`src/rtl/input_conditioner_pkg.sv`:
```
// Shared constants for the pushbutton/switch input conditioner.
package input_conditioner_pkg;

  // Board idle levels: keys are active-low and switches are active-high.
  localparam logic KEY_IDLE = 1'b1;
  localparam logic SW_IDLE  = 1'b0;

  // 20 ms at 50 MHz for hardware; a short window keeps simulation fast.
  localparam int DEFAULT_DEBOUNCE_CYCLES = 1000000;
  localparam int SIM_DEBOUNCE_CYCLES     = 16;

  localparam int DEFAULT_SYNC_STAGES = 2;

endpackage : input_conditioner_pkg

```
`src/rtl/debounce_bit.sv`:
```
// One-bit synchroniser plus counter debouncer with registered edge pulses.
// A new level must be seen at the synchroniser output for DEBOUNCE_CYCLES
// consecutive cycles before it becomes the clean level. Any return to the
// current clean level restarts the count; the counter never wraps.
module debounce_bit
  import input_conditioner_pkg::*;
#(
  parameter int   SYNC_STAGES     = DEFAULT_SYNC_STAGES,
  parameter int   DEBOUNCE_CYCLES = DEFAULT_DEBOUNCE_CYCLES,
  parameter logic IDLE_LEVEL      = SW_IDLE
) (
  input  logic clk_clk,
  input  logic reset_reset,
  input  logic raw,
  output logic clean,
  output logic rise,
  output logic fall
);

  localparam int CNT_W = $clog2(DEBOUNCE_CYCLES);
  localparam logic [CNT_W-1:0] CNT_ZERO = {CNT_W{1'b0}};
  localparam logic [CNT_W-1:0] CNT_ONE  = CNT_W'(1);
  localparam logic [CNT_W-1:0] CNT_LAST = CNT_W'(DEBOUNCE_CYCLES - 1);

  logic [SYNC_STAGES-1:0] sync_q;
  logic                   sync_s;
  logic [CNT_W-1:0]       cnt_q, cnt_d;
  logic                   stable_q, stable_d;
  logic                   rise_q, rise_d;
  logic                   fall_q, fall_d;

  // Plain shift-register synchroniser; no logic between stages.
  always_ff @(posedge clk_clk or posedge reset_reset) begin
    if (reset_reset) begin
      sync_q <= {SYNC_STAGES{IDLE_LEVEL}};
    end else begin
      sync_q <= {sync_q[SYNC_STAGES-2:0], raw};
    end
  end

  assign sync_s = sync_q[SYNC_STAGES-1];

  // Next-state for the persistence counter, clean level and edge pulses.
  always_comb begin
    cnt_d    = cnt_q;
    stable_d = stable_q;
    rise_d   = 1'b0;
    fall_d   = 1'b0;
    if (sync_s == stable_q) begin
      cnt_d = CNT_ZERO;
    end else if (cnt_q == CNT_LAST) begin
      // Level has persisted long enough: accept it and flag the direction.
      stable_d = sync_s;
      cnt_d    = CNT_ZERO;
      rise_d   = sync_s;
      fall_d   = ~sync_s;
    end else begin
      cnt_d = cnt_q + CNT_ONE;
    end
  end

  // Debounce state registers; pulses update on the same edge as the level.
  always_ff @(posedge clk_clk or posedge reset_reset) begin
    if (reset_reset) begin
      cnt_q    <= CNT_ZERO;
      stable_q <= IDLE_LEVEL;
      rise_q   <= 1'b0;
      fall_q   <= 1'b0;
    end else begin
      cnt_q    <= cnt_d;
      stable_q <= stable_d;
      rise_q   <= rise_d;
      fall_q   <= fall_d;
    end
  end

  assign clean = stable_q;
  assign rise  = rise_q;
  assign fall  = fall_q;

endmodule : debounce_bit

```
`src/rtl/input_conditioner.sv`:
```
// Conditions raw DE2 pushbuttons and slide switches for the PIO inputs and
// emits single-cycle press/release/change events. Reset deassertion is
// expected to be synchronised by the enclosing top level.
module input_conditioner
  import input_conditioner_pkg::*;
#(
  parameter int N_KEYS          = 3,
  parameter int N_SW            = 18,
  parameter int SYNC_STAGES     = DEFAULT_SYNC_STAGES,
  parameter int DEBOUNCE_CYCLES = DEFAULT_DEBOUNCE_CYCLES
) (
  input  logic              clk_clk,
  input  logic              reset_reset,
  input  logic [N_KEYS-1:0] keys_raw,
  input  logic [N_SW-1:0]   switches_raw,
  output logic [N_KEYS-1:0] keys_clean,
  output logic [N_SW-1:0]   switches_clean,
  output logic [N_KEYS-1:0] key_press,
  output logic [N_KEYS-1:0] key_release,
  output logic              sw_changed
);

  logic [N_SW-1:0] sw_rise_s;
  logic [N_SW-1:0] sw_fall_s;

  // Keys are active-low: a falling clean level is a press.
  for (genvar i = 0; i < N_KEYS; i++) begin : g_key
    debounce_bit #(
      .SYNC_STAGES    (SYNC_STAGES),
      .DEBOUNCE_CYCLES(DEBOUNCE_CYCLES),
      .IDLE_LEVEL     (KEY_IDLE)
    ) u_debounce (
      .clk_clk    (clk_clk),
      .reset_reset(reset_reset),
      .raw        (keys_raw[i]),
      .clean      (keys_clean[i]),
      .rise       (key_release[i]),
      .fall       (key_press[i])
    );
  end

  for (genvar j = 0; j < N_SW; j++) begin : g_sw
    debounce_bit #(
      .SYNC_STAGES    (SYNC_STAGES),
      .DEBOUNCE_CYCLES(DEBOUNCE_CYCLES),
      .IDLE_LEVEL     (SW_IDLE)
    ) u_debounce (
      .clk_clk    (clk_clk),
      .reset_reset(reset_reset),
      .raw        (switches_raw[j]),
      .clean      (switches_clean[j]),
      .rise       (sw_rise_s[j]),
      .fall       (sw_fall_s[j])
    );
  end

  // Pulses are already registered, so any number of simultaneous switch
  // changes collapses into one aligned single-cycle event.
  assign sw_changed = |(sw_rise_s | sw_fall_s);

endmodule : input_conditioner

```
`config.mk`:
```
export PLATFORM = sky130hd
export DESIGN_NAME = input_conditioner
export DESIGN_NICKNAME = d
export VERILOG_FILES = /design/src/rtl/input_conditioner_pkg.sv /design/src/rtl/debounce_bit.sv /design/src/rtl/input_conditioner.sv
export SDC_FILE = /design/constraint.sdc
export NUM_CORES = 1
export LEC_CHECK = 0
export ABC_AREA = 1
export CAP_MARGIN = 15
export CORE_UTILIZATION = 40
export CTS_BUF_LIST = sky130_fd_sc_hd__clkbuf_8 sky130_fd_sc_hd__clkbuf_16
export DETAILED_ROUTE_END_ITERATION = 8
export SYNTH_ARGS = -nofsm -noshare
export SYNTH_HDL_FRONTEND = slang
export SYNTH_SLANG_ARGS = --single-unit
```
`constraint.sdc`:
```
create_clock -name clk_clk -period 23 [get_ports clk_clk]
set_input_delay 3.45 -clock clk_clk [delete_from_list [all_inputs] [get_ports clk_clk]]
set_output_delay 3.45 -clock clk_clk [all_outputs]
set_load 0.005 [all_outputs]
```
==> summary.txt <==
CTS
  – Clock Sinks: 525
  – CTS max path bufs: 3
  – Num CTS Buffers: 59
  – Post-CTS setup buffers: 0
  – H-tree Lvls: 2
  – Post-cts sizing count: 0
  – TritonCTS clock tree: yes
  – Latest clock arrival within the worst-skew pair: 0.62 ns
  – Root buf cell: clkbuf_16
  – Hold buffers post-CTS: 0
  – Reg clk slew, reported paths: 0.06 ns

Pwr
  – Pint: 1.574 mW
  – Net Sw Power: 0.4484 mW
  – Seq pwr share: 46.8%
  – Switching part of the total power: 22.17%
  – PwrDens: 64.59 nW/um2
  – Power Total: 2.022 mW
  – LEAKAGE: 12.96 nW
  – Gate power share: 2.9%
  – Worst vdd ir: 0.00004595 V
  – Clock power share: 50.3%

Logic synthesis
  – Syn Area/Cell: 7.966 um2
  – Yosys reg bits: 525
  – Syn nets: 3522
  – Adder-cell share of the synthesized area: 0.9483%
  – Mapped Area: 27710 um2
  – Xor/xnor share of the synthesized area: 7.176%
  – Area share of and/or/nand/nor cells after synthesis: 36.83%
  – Post-synthesis instance total: 3478
  – Synth Area in Compound Gates: 2.059%
  – Synth Warn #: 0
  – Netlist cell types: 35
  – Post-synthesis sequential area ratio: 47.46%
  – Mux contribution to synthesized area: 0%
  – Main combinational cell family by area after synthesis: simple AND/OR/NAND/NOR gates

Critical path
  – Critical Path AT: 6.39 ns
  – Crit-path cells: clkdlybuf4s50_1 -> inv_8 -> buf_4 -> buf_4
  – CP dominant cell by count: buf_4
  – Slowest stage cell, crit path: buf_4
  – CP Buf/Inv Count: 4
  – Slowest cell delay on critical path: 0.88 ns
  – Setup crit end kind: asynchronous set/reset pin
  – WS Path Type: in2async
  – Delay-heaviest family, CP: buffers and inverters
  – Internal reg-to-reg setup slack: 21.06 ns
  – CP startpoint kind: input pin
  – WP data required: 23.59 ns
  – Worst R2R Path Depth: 6
  – Reg2reg end: g_sw[16].u_debounce.cnt_q[0]
  – Crit path max fanout: 120
  – Reg-to-reg critical path startpoint: g_sw[16].u_debounce.clean

Detailed routing
  – Post-DR vias/cell: 4.719
  – Via count: 21410
  – Detailed Route Iter0 Violations: 1369
  – Drt pass-1 iters: 5
  – DRC errors left: 0
  – Final wirelength: 57300 um
  – DRT antenna net count: 0
  – DR WL/cell: 12.63 um

Min path
  – Hold Crit Start: g_sw[7].u_debounce.sync_q[0]
  – WHS Endpoint: g_sw[7].u_debounce.sync_q[1]
  – HP Class: reg2reg
  – Hold path cells: 0

Global routing
  – Vias in the first global route: 20440
  – First-pass GRT wire length: 99040 um
  – Initial antenna violation count: 0
  – Gr usage total: 16.70%
  – Pin count of the biggest net entering global routing: 121
  – GRT Residual Overflow: 0

Floorplanning
  – Die width: 265.2 um
  – # IOs: 51
  – Initial core utilization: 40.40%
  – CORE AREA: 68590 um2
  – DIE HEIGHT: 265.2 um
  – Die ar.: 70320 um2
  – # rows: 96

Final layout
  – Diode count: 0
  – Fraction of layout cells with a size suffix above 1: 9.681%
  – Final #Nets: 3599
  – Area grow syn2layout: 13.01%
  – Commonest non-fill, non-tap cells in the layout: nor2_1 (932), dfrtp_1 (516), nand2_1 (515)
  – Commonest non-fill, non-tap cell in the layout: nor2_1

Placed design
  – Detailed Place HPWL: 41220 um
  – Pre-CTS setup slack: 16.29 ns
  – RD Place Congestion: 0.8675
  – # port buffers: 50

STA
  – Max-slew violations: 0
  – Fin crit share: 25.21%
  – RSZ-0062 raised after global routing: no
  – Slew headroom: 33.74%
  – Setup total negative slack: 0 ns
  – Max frequency: 0.1724 GHz
  – Final setup violation count: 0
  – Clock skew: 0.01351 ns
  – Final Hold Vio Count: 0
  – Least-Margin Pin Slew: 0.9938 ns
  – Post-route setup slack: 17.20 ns
  – Min cycle time layout: 5.799 ns

Outcome
  – Outcome: finished, final reports clean

Flow run
  – Max Cap Viol: 0
-- power by group through the flow --
| stage | registers [mW] | logic, mW | clock network, mW |
|---|---|---|---|
| after CTS | 0.947 | 0.0617 | 1.05 |
| final | 0.947 | 0.0588 | 1.02 |
| after detailed placement | 0.964 | 0.0615 | 0 |
| after global placement | 0.964 | 0.0609 | 0 |
| after global routing | 0.949 | 0.0700 | 1.09 |
| after floorplan | 0.962 | 0.0431 | 0 |
-- cells by family after synthesis --
logic type	Yosys count
AND/OR/NAND/NOR	2222
XOR/XNOR	227
flip-flops	525
adder cells (fa/ha/maj)	21
buffers and inverters	380
AO/OA/AOI/OAI	103
-- registers in the layout, summed over array words and instances (netlist names) --
name,count
g_sw.u_debounce.fall,18
g_key.u_debounce.clean,3
g_sw.u_debounce.cnt_q,360
g_sw.u_debounce.sync_q,36
g_key.u_debounce.fall,3
g_sw.u_debounce.rise,18
g_key.u_debounce.cnt_q,60
g_key.u_debounce.rise,3
g_sw.u_debounce.clean,18
g_key.u_debounce.sync_q,6
-- metrics by stage --
stage          instance area (um2)  utilization [%]  std cells  hold slack (ns)
2_1_floorplan                27710                -       3478           0.3312
3_3_place_gp                 29180            42.55       4425           0.3331
3_5_place_dp                 29180            42.55       4425           0.3347
4_1_cts                      31310            45.65       4536           0.3470
5_1_grt                      31310            45.65       4536           0.3540
6_report                     31310            45.65       4536           0.3421
-- routing by layer --
layer  GRT usage (%)  vias to the layer above  part of all wire, %
li1                -                    11150                    -
met4           4.296                        0                  1.8
met2           27.05                      219                   46
met3           2.018                       71                  3.0
met5               0                        -                    0
met1           23.66                     9962                   50
-- synth_stat cells --
cell | number | area (um2)
inv_2 | 5 | 18.77
nor3_4 | 2 | 32.53
nand3_4 | 5 | 87.58
nand4_1 | 54 | 337.8
nor3b_2 | 2 | 25.02
nand3b_1 | 10 | 75.07
clkbuf_1 | 14 | 52.55
xnor2_1 | 91 | 797.0
nor2_4 | 51 | 574.3
dfstp_2 | 9 | 236.5
nand2_2 | 71 | 444.2
o21ai_0 | 19 | 95.09
a21oi_2 | 1 | 8.760
nor3b_1 | 14 | 105.1
nand3_2 | 31 | 310.3
o22ai_1 | 1 | 6.260
o21bai_1 | 4 | 30.03
nand2_1 | 515 | 1933
nor4_1 | 4 | 25.02
buf_2 | 3 | 15.01
buf_4 | 27 | 202.7
o21a_1 | 16 | 120.1
nor2_2 | 47 | 294.0
nor3_1 | 73 | 365.4
dfrtp_1 | 516 | 12910
a21oi_1 | 53 | 265.3
inv_1 | 331 | 1242
nand3_1 | 394 | 1972
nor3_2 | 5 | 50.05
xor2_1 | 136 | 1191
ha_1 | 21 | 262.8
nor2_1 | 932 | 3498
and2_1 | 10 | 62.56
or2_2 | 2 | 12.51
o21ai_1 | 9 | 45.04
-- worst max-delay path by stage --
stage	from	end	cells past startpoint
floorplan	reset_reset	g_key[0].u_debounce.cnt_q[0]	1
global placement	reset_reset	g_sw[11].u_debounce.cnt_q[11]	4
detailed placement	reset_reset	g_sw[11].u_debounce.cnt_q[11]	4
CTS	reset_reset	g_sw[17].u_debounce.cnt_q[2]	4
global route	reset_reset	g_sw[8].u_debounce.cnt_q[19]	4
finish	reset_reset	g_sw[8].u_debounce.cnt_q[19]	4
-- layout make-up --
type / instances / area [um2]
Multi-Input combinational cell: 2573 / 13030
Tap cell: 931 / 1165
Inverter: 336 / 1269
Timing Repair Buffer: 60 / 575.6
Sequential cell: 525 / 13150
Clock inverter: 47 / 580.6
Clock buffer: 64 / 1545
Fill cell: 6791 / 37280
Note: power is estimated with default switching activity, not from simulation.
